### config.mk
export PLATFORM = sky130hd
export DESIGN_NAME = pb_bounce_gen
export DESIGN_NICKNAME = d
export VERILOG_FILES = /design/src/rtl/pb_pkg.sv /design/src/rtl/lfsr16.sv /design/src/rtl/pb_bounce_gen.sv
export SDC_FILE = /design/constraint.sdc
export NUM_CORES = 1
export LEC_CHECK = 0
export ABC_AREA = 1
export CAP_MARGIN = 15
export CORE_MARGIN = 4
export CORE_UTILIZATION = 25
export DETAILED_ROUTE_END_ITERATION = 12
export DONT_BUFFER_PORTS = 1
export GPL_TIMING_DRIVEN = 0
export PLACE_DENSITY_LB_ADDON = 0.12
export SLEW_MARGIN = 0
export SYNTH_ARGS = -nofsm -noshare
export SYNTH_HDL_FRONTEND = slang
export SYNTH_SLANG_ARGS = --single-unit
### constraint.sdc
create_clock -name clk -period 3.6 [get_ports clk]
set_clock_uncertainty 0.2 [all_clocks]
set_input_delay 0.72 -clock clk [delete_from_list [all_inputs] [get_ports clk]]
set_output_delay 0.72 -clock clk [all_outputs]
set_load 0.005 [all_outputs]
### src/rtl/pb_pkg.sv
// Shared definitions for the bouncing-pushbutton emulator: FSM encodings and
// the Galois LFSR polynomial / safe seed.
package pb_pkg;

  typedef logic [1:0] pb_state_t;

  localparam pb_state_t ST_IDLE   = 2'd0;
  localparam pb_state_t ST_BOUNCE = 2'd1;
  localparam pb_state_t ST_SETTLE = 2'd2;

  localparam logic [15:0] LFSR_TAPS         = 16'hB400;
  localparam logic [15:0] LFSR_DEFAULT_SEED = 16'hACE1;

  // One step of the right-shifting Galois LFSR.
  function automatic logic [15:0] lfsr_step(input logic [15:0] v);
    return {1'b0, v[15:1]} ^ (v[0] ? LFSR_TAPS : 16'h0000);
  endfunction

endpackage

### src/rtl/lfsr16.sv
// 16-bit Galois LFSR used to randomise the bounce gaps. A zero seed is
// replaced by the default seed so the register can never lock up at zero.
module lfsr16 (
  input  logic        clk,
  input  logic        rst_n,
  input  logic        load,
  input  logic [15:0] seed,
  input  logic        advance,
  output logic [15:0] value
);
  import pb_pkg::*;

  always_ff @(posedge clk or negedge rst_n) begin
    if (!rst_n) begin
      value <= LFSR_DEFAULT_SEED;
    end else if (load) begin
      value <= (seed == 16'h0000) ? LFSR_DEFAULT_SEED : seed;
    end else if (advance) begin
      value <= lfsr_step(value);
    end
  end

endmodule

### src/rtl/pb_bounce_gen.sv
// Bouncing-pushbutton emulator: on request, toggles pb_out 2*NUM_BOUNCES+1
// times with random gaps, then holds the final level before signalling done.
//
//   state     | meaning
//   ----------+--------------------------------------------------------
//   ST_IDLE   | waiting for a request; req_ready high
//   ST_BOUNCE | toggling pb_out, one toggle each time the gap expires
//   ST_SETTLE | pb_out stable at the final level for SETTLE_CYCLES
module pb_bounce_gen #(
  parameter int   NUM_BOUNCES   = 6,
  parameter int   GAP_W         = 8,
  parameter int   SETTLE_CYCLES = 16,
  parameter logic RESET_LEVEL   = 1'b0
) (
  input  logic        clk,
  input  logic        rst_n,
  input  logic        req_valid,
  input  logic        req_level,
  output logic        req_ready,
  input  logic        seed_load,
  input  logic [15:0] seed,
  output logic        pb_out,
  output logic        busy,
  output logic        done
);
  import pb_pkg::*;

  localparam int TOGGLES = 2 * NUM_BOUNCES + 1;
  localparam int CNT_W   = $clog2(TOGGLES + 1);
  localparam int SET_W   = (SETTLE_CYCLES == 0) ? 1 : $clog2(SETTLE_CYCLES + 1);

  localparam logic [CNT_W-1:0] LAST_TGL = CNT_W'(TOGGLES - 1);
  localparam logic [SET_W-1:0] SET_INIT = SET_W'(SETTLE_CYCLES);
  localparam logic [SET_W-1:0] SET_ONE  = SET_W'(1);
  localparam logic [GAP_W:0]   GAP_ONE  = (GAP_W + 1)'(1);

  pb_state_t         state;
  logic [GAP_W:0]    gap;
  logic [CNT_W-1:0]  tgl_cnt;
  logic [SET_W-1:0]  settle_cnt;
  logic [15:0]       lfsr_val;
  logic [GAP_W:0]    gap_draw;
  logic              lfsr_unused;

  lfsr16 u_lfsr (
    .clk     (clk),
    .rst_n   (rst_n),
    .load    (seed_load),
    .seed    (seed),
    .advance (1'b1),
    .value   (lfsr_val)
  );

  // Gap range is 1..2^GAP_W, hence the extra bit.
  assign gap_draw    = {1'b0, lfsr_val[GAP_W-1:0]} + GAP_ONE;
  assign lfsr_unused = ^lfsr_val;

  assign req_ready = (state == ST_IDLE);
  assign busy      = (state == ST_BOUNCE) || (state == ST_SETTLE);

  always_ff @(posedge clk or negedge rst_n) begin
    if (!rst_n) begin
      state      <= ST_IDLE;
      pb_out     <= RESET_LEVEL;
      done       <= 1'b0;
      gap        <= '0;
      tgl_cnt    <= '0;
      settle_cnt <= '0;
    end else begin
      done <= 1'b0;
      case (state)
        ST_IDLE: begin
          if (req_valid) begin
            if (req_level == pb_out) begin
              state      <= ST_SETTLE;
              settle_cnt <= SET_INIT;
            end else begin
              state   <= ST_BOUNCE;
              tgl_cnt <= '0;
              gap     <= gap_draw;
            end
          end
        end
        ST_BOUNCE: begin
          if (gap == GAP_ONE) begin
            pb_out  <= ~pb_out;
            tgl_cnt <= tgl_cnt + 1'b1;
            gap     <= gap_draw;
            // Odd toggle count from the opposite level lands on req_level.
            if (tgl_cnt == LAST_TGL) begin
              state      <= ST_SETTLE;
              settle_cnt <= SET_INIT;
            end
          end else begin
            gap <= gap - GAP_ONE;
          end
        end
        ST_SETTLE: begin
          // A zero-length settle still costs one cycle before done.
          if (settle_cnt <= SET_ONE) begin
            state      <= ST_IDLE;
            done       <= 1'b1;
            settle_cnt <= '0;
          end else begin
            settle_cnt <= settle_cnt - SET_ONE;
          end
        end
        default: begin
          state <= ST_IDLE;
        end
      endcase
    end
  end

endmodule
# Yosys cells after proc, flatten, opt, wreduce, memory -nomap -nowiden
# Cells that the tools add are included.
# op_classes
add_sub_neg	4
order_cmp	1
n_eq_ne	11
mux	25
bitwise_logic	2
n_reduce_logical	10
# op_table
cell	n
2-to-1 mux 16 bit	3
2-to-1 mux 9 bit	3
2-to-1 mux 5 bit	5
one-hot mux 9 bit (2 select lines)	1
zero test 16 bit	1
bitwise XOR 15 x 16 -> 16 bit	1
one-hot mux 5 bit (3 select lines)	1
2-to-1 mux 4 bit	3
2-to-1 mux 2 bit	5
adder 8 x 1 -> 9 bit (second input constant)	1
== test 9 x 1 -> 1 bit (second input constant)	1
subtractor 9 x 1 -> 9 bit (second input constant)	1
inequality test 2 x 1 -> 1 bit (second input constant)	4
one-hot mux 4 bit (2 select lines)	1
AND reduction 4 bit	2
one-hot mux 2 bit (3 select lines)	1
less-or-equal comparator 5 x 1 -> 1 bit (second input constant)	1
AND reduction 5 bit	1
subtractor 5 x 1 -> 5 bit (second input constant)	1
adder 4 x 1 -> 4 bit (second input constant)	1
== test 4 bit (second input constant)	1
inequality test 2 bit (second input constant)	2
AND reduction 3 bit	1
nonzero test 3 bit	1
other kinds (9)	10
# totals
regBits	38
input_bits	21
out_inout_bits	4

# Longest topological paths before layout
# Gate-level depths: netlist of the first run.
# logic_depth
depth_word	4
depth_mapped	11

# Cells and area by module
# Synthesis of the first run repeated with hierarchy kept, for this count alone.
# unflattened
hier_cells	346
area_unflattened_um2	2514.9
# modules_own_cells
module	n_inst	cells_per_inst	area_each_um2
pb_bounce_gen	1	219	1586.5
lfsr16	1	127	928.4

# Worst setup path after synthesis of the first run
# No wires, ideal clock.
# synth_path
path_type	input port to flip-flop
from	input port req_level
to	register settle_cnt[2]
setup_time_ps	127
arrival_ps	1438
setup_slack_ps	1835
cell_stages	6
cell_sequence	xnor2_1 or2_2 nand2_1 nor2_8 nand2_1 o21ai_0
# synth_between
elab_chain_cells	3
# synth_rtl
item	line	text
start: declaration	pb_bounce_gen.sv:18	input logic req_level,
== test 1 bit	pb_bounce_gen.sv:74	if (req_level == pb_out) begin
inequality test 2 x 1 -> 1 bit (no line)	-	
AND reduction 5 bit (no line)	-	
end signal: assignment	pb_bounce_gen.sv:105	settle_cnt <= settle_cnt - SET_ONE;
end: declaration	pb_bounce_gen.sv:40	logic [SET_W-1:0] settle_cnt;
# No other way between the ends.
# A chain may end at the register's enable or synchronous reset.

# Final worst setup path of the first run
# layout_path
from	register state[0]
to	output port busy
# layout_between
elab_chain_cells	2
word_cells_on_any_way	3
# layout_rtl
item	line	text
start: declaration	pb_bounce_gen.sv:37	pb_state_t state;
start signal: assignment	pb_bounce_gen.sv:63	state <= ST_IDLE;
start signal: assignment	pb_bounce_gen.sv:75	state <= ST_SETTLE;
start signal: assignment	pb_bounce_gen.sv:78	state <= ST_BOUNCE;
== test 2 x 1 -> 1 bit or == test 2 bit (tied branches)	pb_bounce_gen.sv:59	assign busy = (state == ST_BOUNCE) || (state == ST_SETTLE);
logical OR 1 bit (*)	pb_bounce_gen.sv:59	
end: declaration	pb_bounce_gen.sv:23	output logic busy,
# Every way passes the cells marked *; elsewhere a longest branch is shown, timed or not.

==> results of run 1 <==
power by group:
group | total (uW) | leakage, uW | switching, uW | internal [uW]
Clock | 457 | 0.0000714 | 161 | 296
Combinational | 814 | 0.000738 | 518 | 296
Sequential | 641 | 0.000463 | 94.0 | 547
Total | 1910 | 0.00127 | 773 | 1140
synthesized netlist by cell type, types with 3 or more instances:
cell and instances:
a21oi_1 13, dfrtp_1 30, dfstp_2 8, ha_1 11, inv_1 31, nand2_1 88
nand2_4 3, nand3_1 17, nand4_1 4, nor2_1 41, o211ai_1 3, o21ai_0 15
xor2_1 13
area by class of cell:
type | count | area share
Buffer | 7 | 0.02032
Clock buffer | 6 | 0.03193
Clock inverter | 2 | 0.02322
Inverter | 32 | 0.04693
Multi-Input combinational cell | 223 | 0.4461
Sequential cell | 38 | 0.3716
Tap cell | 108 | 0.05225
Timing Repair Buffer | 1 | 0.007741
state kept, by name, indices dropped and copies added, names as in the netlist:
| signal | flops |
|---|---|
| settle_cnt | 5 |
| pb_out | 1 |
| state | 2 |
| tgl_cnt | 4 |
| gap | 9 |
| done | 1 |
| u_lfsr.value | 16 |
cell families (layout without fill, tap and decap cells):
kind of cell	Yosys count	in the layout	share of synthesized area
xor gates and xnor gates	14	14	0.05358
buffers and inverters	39	48	0.07599
DFF	38	38	0.4199
AOI/OAI and AO/OA	34	34	0.07928
and+or+nand+nor	164	164	0.3111
adders and majority gates	11	11	0.06014
path summary, 6_finish.rpt:
path / endpoint / slack, ns / cells past startpoint
min in group clk: u_lfsr.value[8] / 0.25 / 2
max in group asynchronous: gap[7] / 2.97 / 1
setup / recovery: busy / 1.60 / 2
hold reg to reg: u_lfsr.value[8] / 0.25 / 2
hold / removal: gap[3] / 0.05 / 1
setup reg to reg: gap[5] / 1.66 / 9
metrics by stage:
step | hold WS (ns) | total power, uW
after floorplan | 0.2183 | 1291
after global placement | 0.2272 | 1467
after detailed placement | 0.2274 | 1468
after CTS | 0.04814 | 1952
after global routing | 0.04658 | 2098
final | 0.05430 | 1911
timing repair:
action                                  in CTS  in global routing
gates resized for setup                      0                  0
hold endpoints to repair                    30                  0
hold buffers                                 1                  0
endpoints found under the setup margin       0                  0
layer usage:
metal  up-vias  part of all wire
met5         -                 0
met4         0             0.013
met3         5             0.050
met2        25              0.48
met1       825              0.46
li1        957                 -
==> impl_metrics.yaml, run 1 <==
status:
  status: "finished clean"
global_routing:
  grt-ovfl-total: 0
  antenna_found_initial: 0
  top_usage_layer: "met2"
  grt_max_degree: 31
  grt_util_met1: 0.1277
  use_met2: 0.1785
  grt_pass1_wl_um: 9135
  grtUsageTotal: 0.1035
  use_met3: 0.02550
  grt_pass1_vias: 1880
drt:
  detail_route.wl_per_cell_um: 12.75
  vias: 1812
  ant_nets: 0
  remaining_drc_errors: 0
  drt-total-wl_um: 5316
  drtPass1Iterations: 4
  drt-vias-per-instance: 4.345
  drt-initial-drc-count: 62
floorplanning:
  num_io_pins: 25
  die_x_um: 103.7
  coreArea_mm2: 0.008806
  die_area_mm2: 0.01075
  initial_core_util: 0.2599
  fp-row-count: 34
  floorplan.die.height_um: 103.7
cells_and_area:
  final_cell_mix: "nand2_1, nor2_1, inv_1"
  antenna_cells: 0
  synthToLayoutAreaGrowth_pct: 13.01
  layout.cells.non_filler: 417
  final_core_util: 0.2937
  final_common_cell: "nand2_1"
  n_fill_cell: 961
  multiInputGateArea_mm2: 0.001154
  seq_area_um2: 960.9
  final_nets: 340
  fin_area_mm2: 0.002586
  drive_gt1_frac: 0.1036
synth:
  ys_seq_area_frac: 0.4199
  ys_ff_latch: 38
  syn-cell-area_mm2: 0.002288
  synth_cell_types: 29
  synthFlopType: "dfrtp_1"
  async_reset_ff_frac: 1.000
  synth.area.top_cells: "dfrtp_1, nand2_1, dfstp_2, nor2_1, ha_1"
  synth_edf_count: 0
  post-synth-top-area-cell: "dfrtp_1"
  ys_warn_count: 0
  syn_inst: 300
  avgSynthCellArea_um2: 7.628
  yosysTopAreaCellShare: 0.3280
  syn_nets: 332
setup_path:
  arrival_ns: 1.08
  cp_top_family: "flip-flops"
  rr_startpoint: "state[1]"
  crit_buf_inv: 1
  cp-end-kind: "output port"
  cp_slowest_stage_delay_ns: 0.40
  path_max_fanout: 4
  worstPathRequired_ns: 2.68
  critical_path_class: "reg2out"
  path_cells: "inv_1 -> ha_1"
  crit_path_start: "state[0]"
  slowest_stage: "dfrtp_1"
  setup.worst_path.start_class: "flop"
place:
  dp_cells: 408
  gp_congestion: 0.7281
  post-place-ws_ns: 1.598
  io_buffers: 0
  placed_area_mm2: 0.002424
  dp_hpwl_um: 3829
run:
  cap_violations: 0
cts:
  cts_sinks: 38
  cts_tree: "done"
  htree_levels: 2
  clk_pin_slew_worst_paths_ns: 0.08
  numCtsBuffers: 5
  clk_path_buf_depth: 2
  clk-insertion-delay-late_ns: 0.29
  postCtsSetupBuffers: 0
  cts_root_buffer: "clkbuf_8"
sta:
  hold_violations: 0
  slew_headroom: 0.6566
  setup_tns_ns: 0
  setup_slack_ns: 1.600
  period_needed_ns: 2.000
  rsz0062_at_grt: "false"
  min_period_over_period: 0.5557
  fmax_ghz: 0.4999
  drv_slew: 0
  worst_slew_pin_slew_ns: 0.5098
  setup_viol: 0
pwr:
  p_leak_uw: 0.001272
  vdd_drop_max_mv: 0.2210
  power.density_mw_per_mm2: 738.9
min_path:
  hold_path_class: "in2async"
Power figures use the tool's default switching activity.
==> run 2: changes to the inputs <==
clock period = 1.9 ns   (was 3.6 ns; I/O delays follow)
==> run 2 against run 1 <==
Largest cell class unchanged. Clock power increased by 91%. Combinational power increased by 120%. Utilization increased by 2.2 points. Largest power group unchanged.
==> impl_metrics.yaml, run 2 (synthesis gave the netlist of run 1 again) <==
status:
  status: "finished clean"
pwr:
  p_int_uw: 2314
  power.density_mw_per_mm2: 1402
  p_comb_frac: 0.463
  swShare: 0.4066
  finalPower_uw: 3900
  p_leak_uw: 0.001332
  clkPwrFrac: 0.224
  vdd_drop_max_mv: 0.4261
  switchingPower_uw: 1586
  p_seq_frac: 0.313
setup_path:
  worstPathRequired_ns: 1.88
  cp_slowest_stage_delay_ns: 0.39
  cp_top_family: "buffers and inverters"
  r2r_cells: 8
  critical_path_class: "reg2reg"
  crit_buf_inv: 3
  rr_startpoint: "state[0]"
  path_depth: 8
  cp-end-kind: "flop"
  arrival_ns: 1.77
  crit_path_start: "state[0]"
  reg2reg_slack_ns: 0.11
  r2r_end: "gap[4]"
  setup.worst_path.start_class: "flop"
  slowest_stage: "dfrtp_2"
  path_cells: "buf_4 -> ha_4 -> inv_1 -> a21oi_2 -> nand2_2 -> buf_6 -> a21oi_1 -> a21oi_1"
  crit_top_cell: "a21oi_1"
  path_max_fanout: 10
  crit_end: "gap[4]"
sta:
  worst_slew_pin_slew_ns: 0.4740
  setup_viol: 0
  slew_headroom: 0.6840
  min_period_over_period: 0.9421
  whs_ns: 0.01028
  rsz0062_at_grt: "true"
  fmax_ghz: 0.5587
  hold_violations: 0
  period_needed_ns: 1.790
  drv_slew: 0
floorplanning:
  fp-row-count: 34
  die_area_mm2: 0.01075
  num_io_pins: 25
  coreArea_mm2: 0.008806
  floorplan.die.height_um: 103.7
  initial_core_util: 0.2599
  die_x_um: 103.7
cells_and_area:
  largest_reg_flops: 16
  drive_gt1_frac: 0.1728
  final_common_cell: "nand2_1"
  antenna_cells: 0
  regMostFlops: "u_lfsr.value"
  reg.largest.list: "u_lfsr.value: 16 flops, gap: 9 flops, settle_cnt: 5 flops"
  fin_area_mm2: 0.002781
  synthToLayoutAreaGrowth_pct: 21.54
  final_nets: 355
  final_core_util: 0.3159
  final_cell_mix: "nand2_1, nor2_1, dfrtp_1"
drt:
  drt-vias-per-instance: 4.317
  drtPass1Iterations: 4
  drt-initial-drc-count: 52
  remaining_drc_errors: 0
  detail_route.wl_per_cell_um: 12.55
  vias: 1865
  drt-total-wl_um: 5421
  ant_nets: 0
cts:
  clk_path_buf_depth: 2
  cts_sinks: 38
  numCtsBuffers: 5
  cts_root_buffer: "clkbuf_8"
  clk_pin_slew_worst_paths_ns: 0.08
  htree_levels: 2
  cts_tree: "done"
  clk-insertion-delay-late_ns: 0.30
global_routing:
  grtUsageTotal: 0.1029
  grt_pass1_wl_um: 9149
  use_met3: 0.02177
  grt-ovfl-total: 0
  grt_pass1_vias: 1910
  grt_max_degree: 39
  use_met2: 0.1827
  antenna_found_initial: 0
  top_usage_layer: "met2"
  grt_util_met1: 0.1258
place:
  dp_hpwl_um: 3829
  placed_area_mm2: 0.002424
  io_buffers: 0
  gp_congestion: 0.7281
run:
  cap_violations: 0
min_path:
  hold_path_class: "in2reg"
run 2: area by class of cell:
class	count	area, um2
repair buffers	15	140.1
clock buffers	6	82.58
multi-input cells	223	1214
plain buffers	7	52.55
flip-flops and latches	38	963.4
well taps	108	135.1
fillers	948	6025
clock inverters	2	60.06
inverters	32	128.9
repair inverters	1	5.005
run 2: per-layer routing:
layer	part of all wire	vias up	wire length, um
li1	-	989	-
met3	0.032	5	175
met2	0.49	17	2641
met5	0	-	0
met1	0.47	854	2532
met4	0.013	0	71
run 2: per-stage QoR:
step / worst slack [ns] / setup TNS, ns / cells
after global routing: -0.01408 / -0.01666 / 432
final: 0.1101 / 0 / 432
after detailed placement: -0.06055 / -0.3564 / 408
after global placement: -0.06192 / -0.3667 / 408
after floorplan: 0.1858 / 0 / 300
after CTS: 0.02446 / 0 / 423
run 2: how the worst min path moves through the flow:
stage,startpoint,endpoint,slack [ns],cells after the start
final,seed[2],u_lfsr.value[2],0.01,2
after global placement,rst_n,gap[4],-0.11,0
after CTS,seed[2],u_lfsr.value[2],0.002,2
after detailed placement,rst_n,gap[3],-0.11,0
after floorplan,rst_n,done,-0.12,0
after global routing,seed[2],u_lfsr.value[2],0.02,2
run 2: power groups by stage:
stage          clock network [uW]  registers (uW)  logic (uW)
2_1_floorplan                   0            1180        1260
3_3_place_gp                    0            1230        1550
3_5_place_dp                    0            1230        1550
4_1_cts                       898            1220        1620
5_1_grt                       922            1250        2090
6_report                      873            1220        1810
run 2: worst register-to-register path: stages, from the launching register on:
cell     delay [ns]
dfrtp_2        0.39
buf_4          0.13
ha_4           0.19
inv_1          0.11
a21oi_2        0.14
nand2_2        0.12
buf_6          0.17
a21oi_1        0.15
a21oi_1        0.08
run 2: timing repair:
item                       CTS  global route
setup buffers                0             8
setup endpoints to repair   11            17
cloned                       0             1
pin swaps                    0             4
hold endpoints to repair    43             0
hold buffers                 7             0
resized for setup            4            17
==> run 3: changes to the inputs <==
CELL_PAD_IN_SITES_DETAIL_PLACEMENT = 1   (was unset)
CELL_PAD_IN_SITES_GLOBAL_PLACEMENT = 2   (was unset)
==> run 3 against run 2 <==
Global-route usage increased by 1.2 points. Fmax increased by 2.1%. Count of clock-buffer cells in the layout did not move. Sequential share of layout area is 0.11 points higher. Total power decreased by 3.5%. Final area down 0.31%. Largest power group unchanged.
==> impl_metrics.yaml, run 3 (synthesis gave the netlist of run 1 again) <==
sta:
  hold_violations: 0
  drv_slew: 0
  setup_viol: 0
  min_period_over_period: 0.9224
  worst_slew_pin_slew_ns: 0.4889
  fmax_ghz: 0.5706
  period_needed_ns: 1.753
  slew_headroom: 0.6741
  setup_slack_ns: 0.1475
setup_path:
  setup.worst_path.start_class: "flop"
  reg2reg_slack_ns: 0.15
  r2r_cells: 6
  r2r_end: "state[0]"
  worstPathRequired_ns: 1.91
  critical_path_class: "reg2reg"
  arrival_ns: 1.77
  crit_path_start: "settle_cnt[0]"
  path_max_fanout: 5
  cp-end-kind: "flop"
  rr_startpoint: "settle_cnt[0]"
cts:
  cts_root_buffer: "clkbuf_8"
  clk-insertion-delay-late_ns: 0.30
  cts_tree: "done"
  clk_pin_slew_worst_paths_ns: 0.09
  cts_sinks: 38
  numCtsBuffers: 5
  clk_path_buf_depth: 2
  htree_levels: 2
cells_and_area:
  final_core_util: 0.3149
  antenna_cells: 0
  multiInputGateArea_mm2: 0.001232
  final_common_cell: "nand2_1"
  reg.largest.list: "u_lfsr.value: 16 flops, gap: 9 flops, settle_cnt: 5 flops"
  regMostFlops: "u_lfsr.value"
  final_cell_mix: "nand2_1, nor2_1, dfrtp_1"
  final_nets: 357
  n_fill_cell: 1066
  seq_area_um2: 963.4
  synthToLayoutAreaGrowth_pct: 21.16
  drive_gt1_frac: 0.1840
  largest_reg_flops: 16
drt:
  drt-initial-drc-count: 23
  remaining_drc_errors: 0
  drtPass1Iterations: 4
  drt-vias-per-instance: 4.406
  detail_route.wl_per_cell_um: 13.88
  vias: 1912
  drt-total-wl_um: 6022
  ant_nets: 0
floorplanning:
  num_io_pins: 25
  initial_core_util: 0.2599
  die_x_um: 103.7
  coreArea_mm2: 0.008806
  floorplan.die.height_um: 103.7
  fp-row-count: 34
  die_area_mm2: 0.01075
global_routing:
  grt-ovfl-total: 0
  antenna_found_initial: 0
  grtUsageTotal: 0.1149
  grt_pass1_wl_um: 10110
  grt_pass1_vias: 2011
  grt_max_degree: 39
status:
  status: "finished clean"
place:
  post-place-ws_ns: -0.1464
  gp_congestion: 0.6745
  dp_hpwl_um: 4222
  io_buffers: 0
pwr:
  p_leak_uw: 0.001321
  power.density_mw_per_mm2: 1357
  vdd_drop_max_mv: 0.4673
run:
  cap_violations: 0
min_path:
  hold_end: "u_lfsr.value[1]"
  min_path_cells: 2
  hold_path_class: "in2reg"
  hp-start: "seed[1]"
-- run 3: cell type report --
cell class                 instances  share of cell area
buffer                             7             0.01986
clock buffer                       6             0.02978
timing repair inverter             1            0.001805
clock inverter                     2            0.004513
sequential                        38              0.3475
timing repair buffer              17             0.05686
tap                              108             0.04874
inverter                          32             0.04648
multi-input combinational        223              0.4445
-- run 3: worst max-delay path, cell delays in order, from the launching register on --
cell	delay (ns)
dfrtp_1	0.43
ha_1	0.21
o21ai_1	0.31
nand2_1	0.17
nand3_1	0.20
nand2_1	0.07
o21ai_1	0.08
-- run 3: report_power, final --
group | internal, uW | leakage [uW] | switching (uW) | total, uW
Sequential | 1040 | 0.000460 | 187 | 1230
Clock | 293 | 0.0000472 | 326 | 619
Combinational | 750 | 0.000814 | 1170 | 1920
-- run 3: how the worst max path moves through the flow --
stage,depth (start not counted),to
after floorplan,8,gap[2]
after global placement,9,gap[2]
after detailed placement,9,gap[5]
after CTS,8,gap[4]
after global routing,10,gap[5]
final,6,state[0]
-- run 3: metal layers --
| metal | vias up | global-route usage | part of all wire |
|---|---|---|---|
| met3 | 5 | 0.02923 | 0.037 |
| met4 | 0 | 0.03134 | 0.0093 |
| li1 | 992 | - | - |
| met2 | 19 | 0.1879 | 0.47 |
| met1 | 896 | 0.1510 | 0.48 |
| met5 | - | 0 | 0 |
-- run 3: stage by stage --
step	setup TNS (ns)	instances	cell area [um2]	total power, uW	hold slack (ns)
after global routing	-0.003880	434	2773	4166	0.01309
after CTS	-0.02555	424	2618	3557	0.01100
after global placement	-1.029	408	2424	2840	-0.1136
after floorplan	0	300	2288	2445	-0.1156
after detailed placement	-0.9956	408	2424	2847	-0.1131
final	0	434	2773	3762	0.01779
-- run 3: repair_timing --
item | 4_1_cts | 5_1_grt
gates resized for setup | 4 | 22
pin swaps | 0 | 6
setup endpoints to repair | 13 | 20
endpoints found under the hold margin | 44 | 0
gates cloned | 0 | 1
hold buffers | 8 | 0
setup buffers | 0 | 9
